--- src/rtl/key_debounce.sv ---
// rtl/key_debounce.sv - synchronised, per-key debounced push-button conditioner
// Emits a clean level plus single-cycle press, release and auto-repeat pulses.
module key_debounce #(
  parameter int N_KEYS        = 4,
  parameter int ACTIVE_LOW    = 1,
  parameter int DEB_CYCLES    = 1000000,
  parameter int HOLD_CYCLES   = 25000000,
  parameter int REPEAT_CYCLES = 5000000
) (
  input  logic              clk,
  input  logic              rst,
  input  logic [N_KEYS-1:0] key_in,
  output logic [N_KEYS-1:0] key_state,
  output logic [N_KEYS-1:0] key_press,
  output logic [N_KEYS-1:0] key_release,
  output logic [N_KEYS-1:0] key_repeat,
  output logic              any_press
);

  localparam int HMAX = (HOLD_CYCLES > REPEAT_CYCLES) ? HOLD_CYCLES : REPEAT_CYCLES;
  localparam int DW   = (DEB_CYCLES > 0) ? $clog2(DEB_CYCLES + 1) : 1;
  localparam int HW   = (HMAX > 0) ? $clog2(HMAX + 1) : 1;

  localparam logic [DW-1:0] DEB_LAST  = DW'((DEB_CYCLES > 0) ? DEB_CYCLES - 1 : 0);
  localparam logic [HW-1:0] HOLD_LAST = HW'((HOLD_CYCLES > 0) ? HOLD_CYCLES - 1 : 0);
  localparam logic [HW-1:0] REP_LAST  = HW'((REPEAT_CYCLES > 0) ? REPEAT_CYCLES - 1 : 0);
  localparam logic [N_KEYS-1:0] IDLE_LVL = (ACTIVE_LOW != 0) ? '1 : '0;

  typedef enum logic [1:0] {
    S_IDLE,
    S_PRESS_DB,
    S_PRESSED,
    S_RELEASE_DB
  } state_t;

  logic [N_KEYS-1:0] sync1_q, sync2_q;
  logic [N_KEYS-1:0] p;

  state_t          state_q [N_KEYS];
  state_t          state_d [N_KEYS];
  logic [DW-1:0]   dcnt_q  [N_KEYS];
  logic [DW-1:0]   dcnt_d  [N_KEYS];
  logic [HW-1:0]   hcnt_q  [N_KEYS];
  logic [HW-1:0]   hcnt_d  [N_KEYS];

  // rep_phase: 0 = waiting out the initial hold, 1 = in the repeat cadence
  logic [N_KEYS-1:0] rep_phase_q,   rep_phase_d;
  logic [N_KEYS-1:0] key_state_q,   key_state_d;
  logic [N_KEYS-1:0] key_press_q,   key_press_d;
  logic [N_KEYS-1:0] key_release_q, key_release_d;
  logic [N_KEYS-1:0] key_repeat_q,  key_repeat_d;
  logic              any_press_q,   any_press_d;

  assign p = sync2_q ^ IDLE_LVL;

  always_comb begin
    key_state_d   = key_state_q;
    rep_phase_d   = rep_phase_q;
    key_press_d   = '0;
    key_release_d = '0;
    key_repeat_d  = '0;
    for (int i = 0; i < N_KEYS; i++) begin
      state_d[i] = state_q[i];
      dcnt_d[i]  = dcnt_q[i];
      hcnt_d[i]  = hcnt_q[i];
      case (state_q[i])
        S_IDLE: begin
          if (p[i]) begin
            state_d[i] = S_PRESS_DB;
            dcnt_d[i]  = '0;
          end
        end
        S_PRESS_DB: begin
          if (!p[i]) begin
            state_d[i] = S_IDLE;
          end else if (dcnt_q[i] == DEB_LAST) begin
            state_d[i]     = S_PRESSED;
            key_state_d[i] = 1'b1;
            key_press_d[i] = 1'b1;
            hcnt_d[i]      = '0;
            rep_phase_d[i] = 1'b0;
          end else begin
            dcnt_d[i] = dcnt_q[i] + 1'b1;
          end
        end
        S_PRESSED: begin
          if (!p[i]) begin
            state_d[i] = S_RELEASE_DB;
            dcnt_d[i]  = '0;
          end else if (HOLD_CYCLES > 0) begin
            if (hcnt_q[i] == (rep_phase_q[i] ? REP_LAST : HOLD_LAST)) begin
              key_repeat_d[i] = 1'b1;
              hcnt_d[i]       = '0;
              rep_phase_d[i]  = 1'b1;
            end else begin
              hcnt_d[i] = hcnt_q[i] + 1'b1;
            end
          end
        end
        S_RELEASE_DB: begin
          // hcnt and phase are left untouched so a rejected glitch resumes the schedule
          if (p[i]) begin
            state_d[i] = S_PRESSED;
          end else if (dcnt_q[i] == DEB_LAST) begin
            state_d[i]       = S_IDLE;
            key_state_d[i]   = 1'b0;
            key_release_d[i] = 1'b1;
          end else begin
            dcnt_d[i] = dcnt_q[i] + 1'b1;
          end
        end
        default: begin
          state_d[i] = S_IDLE;
        end
      endcase
    end
    any_press_d = |key_press_d;
  end

  always_ff @(posedge clk) begin
    if (rst) begin
      sync1_q       <= IDLE_LVL;
      sync2_q       <= IDLE_LVL;
      rep_phase_q   <= '0;
      key_state_q   <= '0;
      key_press_q   <= '0;
      key_release_q <= '0;
      key_repeat_q  <= '0;
      any_press_q   <= 1'b0;
      for (int i = 0; i < N_KEYS; i++) begin
        state_q[i] <= S_IDLE;
        dcnt_q[i]  <= '0;
        hcnt_q[i]  <= '0;
      end
    end else begin
      sync1_q       <= key_in;
      sync2_q       <= sync1_q;
      rep_phase_q   <= rep_phase_d;
      key_state_q   <= key_state_d;
      key_press_q   <= key_press_d;
      key_release_q <= key_release_d;
      key_repeat_q  <= key_repeat_d;
      any_press_q   <= any_press_d;
      for (int i = 0; i < N_KEYS; i++) begin
        state_q[i] <= state_d[i];
        dcnt_q[i]  <= dcnt_d[i];
        hcnt_q[i]  <= hcnt_d[i];
      end
    end
  end

  assign key_state   = key_state_q;
  assign key_press   = key_press_q;
  assign key_release = key_release_q;
  assign key_repeat  = key_repeat_q;
  assign any_press   = any_press_q;

endmodule

--- config.mk ---
export PLATFORM = sky130hd
export DESIGN_NAME = key_debounce
export DESIGN_NICKNAME = d
export VERILOG_FILES = /design/src/rtl/key_debounce.sv
export SDC_FILE = /design/constraint.sdc
export NUM_CORES = 1
export LEC_CHECK = 0
export ABC_CLOCK_PERIOD_IN_PS = 3400
export CAP_MARGIN = 20
export CORE_MARGIN = 5
export CORE_UTILIZATION = 54
export DETAILED_ROUTE_END_ITERATION = 16
export PLACE_DENSITY = 0.71
export SLEW_MARGIN = 20
export SYNTH_ARGS = -nofsm -noshare
export SYNTH_HDL_FRONTEND = slang
export SYNTH_SLANG_ARGS = --single-unit
export TNS_END_PERCENT = 30
--- constraint.sdc ---
create_clock -name clk -period 3.4 [get_ports clk]
set_input_delay 0.68 -clock clk [delete_from_list [all_inputs] [get_ports clk]]
set_output_delay 0.68 -clock clk [all_outputs]
set_load 0.02 [all_outputs]
# Word level (Yosys, flattened, before mapping)
# Memory sizes are Yosys's and may differ from the RTL's.
# Index checks and enable logic that the tools add are counted.
# word_totals
register_bits	29
ramBits	188
input_bits	6
out_inout_bits	17
wordCells	272
memories	3
# classes
n_addsub	8
eq_ne	44
muxes	143
bitwise	25
reduce_logical	29
# mem_list
memory	words	word_bits	rd	rd_clocked_by_memory_dff	wr	line	rtl
hcnt_q	4	25	4	0	4	43	logic [HW-1:0] hcnt_q [N_KEYS];
dcnt_q	4	20	4	0	4	41	logic [DW-1:0] dcnt_q [N_KEYS];
state_q	4	2	4	0	4	39	state_t state_q [N_KEYS];
# ops
cell	n
$mux 25	24
$mux 20	24
$pmux 20 s4	4
$pmux 25 s2	4
$add 25x1->25 const B	4
$eq 25x25->1	4
$add 20x1->20 const B	4
$eq 20x20->1 const B	4
$mux 2	28
$ne 2x2->1 const B	24
$mux 1	47
$reduce_and 5->1	8
$pmux 2 s4	4
$reduce_or 3->1	8
$eq 2x2->1 const B	8
$pmux 1 s2	8
$reduce_bool 2->1	8
$not 1->1	12
$or 1x1->1	12
$eq 2x1->1 const B	4
$logic_not 2->1	4
$not 4->4	1
$reduce_or 4->1	1

# Depth between registers and ports, before layout
# logic_depth
depth_word	6
mapped_depth	9
ltp_nobuf	7

# Worst setup path after synthesis
# No wires, ideal clock.
# synth_timing
kind	reg2reg
from	mem dcnt_q[2][0] in the netlist's numbering
to	mem hcnt_q[2][15] in the netlist's numbering
t_arrival_ps	2314
t_required_ps	3330
setup_slack_ps	1015
stages_incl_launch_ff	9
path_buffers	1
period_less_slack_ps	2385
path_cell_list	dfxtp_1 ha_1 and2_1 nand4_2 o31a_1 buf_6 or4b_4 or3b_1 a21oi_1
# synth_rtl
item	line
start: declaration	41
end: declaration	43

==> results.cfg <==
[global_route]
antenna_found_initial = 0
grt_max_degree = 52
track_usage = 0.1880
grt_pass1_vias = 7960
grt_pass1_wl_um = 36210
overflow = 0

[sta]
rsz0062_at_grt = false
fin_tns_setup_ns = 0
slew_violations = 0
period_minus_slack_ns = 2.715
setup_viol = 0
slew_headroom = 0.4623
layout_worst_path_cycle_share = 0.7984
skew_ns = 0.01111
worst_slew_pin_slew_ns = 0.7999
max_freq_ghz = 0.3684
holdWs_ns = 0.4082
fin_ws_ns = 0.6854
hold_violations = 0

[clocking]
ctsHoldBuffers = 0
cts_root_buf = clkbuf_16
clkSlewWorstSetupHoldPaths_ns = 0.06
cts.path.max_buffers = 3
post-cts-setup-buffers = 0
clkLatencyLatePin_ns = 0.50
cts_htree_levels = 1
cts_tree = done
cts_resized = 0
cts.sinks = 217
cts_buffers = 23

[critical_path]
crit_start = hcnt_q[1][15]
worst_ep_required_time_ns = 3.76
slowest_stage = or4_1
r2r-start = hcnt_q[1][15]
rrSetupSlack_ns = 0.69
cp-end-kind = flop
path_depth = 6
crit_type = flop to flop
cp-endpoint = hcnt_q[1][10]
crit_family = simple AND/OR/NAND/NOR gates
r2r_cells = 6
arrival_ns = 3.08
cp.buffers_inverters = 0
crit_chain = or4b_1 > or4_1 > a2111oi_4 > nor2_2 > o21bai_2 > nor2_1
reg2reg_to = hcnt_q[1][10]
crit_fanout = 12
crit_path_start_kind = flop
slowest_delay_ns = 0.54

[drt]
route.detailed.drc = 0
dr.first_iter.drc_count = 356
dr_total_vias = 8536
wl_per_cell_um = 13.84
finalWirelength_um = 20660
first_pass_iters = 5
final_antenna_net_count = 0
vias_per_cell = 5.717

[place]
place_ws_ns = 0.7187
gp_congestion = 0.8731
dp_hpwl_um = 14050
port_buffers = 22

[synthesis]
synthDistinctLibCells = 66
synth-main-ff-cell = dfxtp_1
syn_area_per_cell_um2 = 8.334
synth_edf_count = 0
synth_fp_nets = 1246
synth-seq-cells = 217
syn_inst = 1232
netlist_area_um2 = 10270
yosys_warnings = 0
seq_area_frac_synth = 0.4231
synth-async-reset-ratio = 0

[flow_run]
max_cap_violations = 0

[cells_and_area]
layout.nets = 1263
antenna_cells = 0
syn_to_final_growth_pct = 10.66
drive_gt1_frac = 0.05163
post-route-util = 0.6074

[power]
power_mw = 4.879
ir_drop_mv = 0.3248
powerDensity_nw_per_um2 = 429.4
leakage_nw = 3.571

[hold_path]
holdCritStartpoint = sync1_q[3]
hold_path.class = flop to flop

[die]
core_um2 = 18710
pin_count = 23
die_area_um2 = 21870
start_util = 0.5489
fp-row-count = 50
die_w_um = 147.9
fp.dieH_um = 147.9

[run_status]
outcome = finished, final reports clean
## stage by stage
stage / std cells / instance area (µm²)
after floorplan: 1232 / 10270
after global placement: 1458 / 10710
after detailed placement: 1458 / 10710
after CTS: 1493 / 11360
after global routing: 1493 / 11360
final: 1493 / 11360
## report_power, final
group          switching (mW)  internal [mW]
Clock                   0.947           1.28
Combinational          0.0659         0.0295
Sequential            0.00893           2.55
Total                    1.02           3.86
## registers in the layout, summed over array words and instances (netlist names), 4 cells and up, named ones only
register     flops
sync2_q          4
hcnt_q         100
dcnt_q          80
key_repeat       4
key_state        4
state_q          4
sync1_q          4
key_release      4
rep_phase_q      4
key_press        4
## synthesized netlist by cell type, types with 34 or more instances
cell type / count / area, µm²
xor2_1: 51 / 446.7
xnor2_1: 76 / 665.6
dfxtp_1: 217 / 4344
nand3_1: 69 / 345.3
nor4_1: 34 / 212.7
o21ai_0: 35 / 175.2
nand4_1: 41 / 256.5
nor2_1: 197 / 739.5
nand2_1: 114 / 427.9
clkbuf_1: 39 / 146.4
a21oi_1: 49 / 245.2
nor3_1: 47 / 235.2
## layout by cell type, fill, tap and decap left out, drive strengths merged, types with 32 or more instances in the layout
cell type / synthesis / final
clkbuf: 39 / 32
nand3: 69 / 69
nand2: 114 / 114
a21oi: 49 / 49
dfxtp: 217 / 217
nor3: 47 / 47
nand4: 42 / 42
nor4: 36 / 36
nor2: 198 / 198
xor2: 51 / 51
xnor2: 76 / 76
o21ai: 36 / 36
## kinds of logic after synthesis
logic type	share of synthesized area
AO/OA/AOI/OAI	0.09481
XOR/XNOR	0.1083
adder cells (fa/ha/maj)	0.009749
buffers and inverters	0.02315
flip-flops	0.4231
multiplexers	0.004021
AND/OR/NAND/NOR	0.3368
## layout make-up
| cell class | count | area [µm²] |
|---|---|---|
| clock buffer | 32 | 629.4 |
| clock inverter | 3 | 18.77 |
| fill | 1643 | 7343 |
| inverter | 18 | 67.56 |
| multi-input combinational | 955 | 5692 |
| sequential | 217 | 4344 |
| tap | 234 | 292.8 |
| timing repair buffer | 34 | 317.8 |
## metal layers
metal  track usage  part of all wire  wire (µm)  vias to the layer above
met1        0.2591              0.50      10280                     3982
met2        0.3168              0.46       9429                      106
met4       0.03603             0.014        299                        0
met3       0.02851             0.032        651                       25
met5             0                 0          0                        -
li1              -                 -          -                     4423
## worst min-delay path by stage
stage,to,slack [ns],cells past startpoint
finish,sync2_q[3],0.41,1
global route,sync2_q[3],0.42,1
CTS,sync2_q[3],0.41,1
detailed placement,sync2_q[3],0.40,1
global placement,sync2_q[3],0.39,1
floorplan,sync2_q[0],0.39,1
No activity file was read; power rests on OpenSTA's default activity.
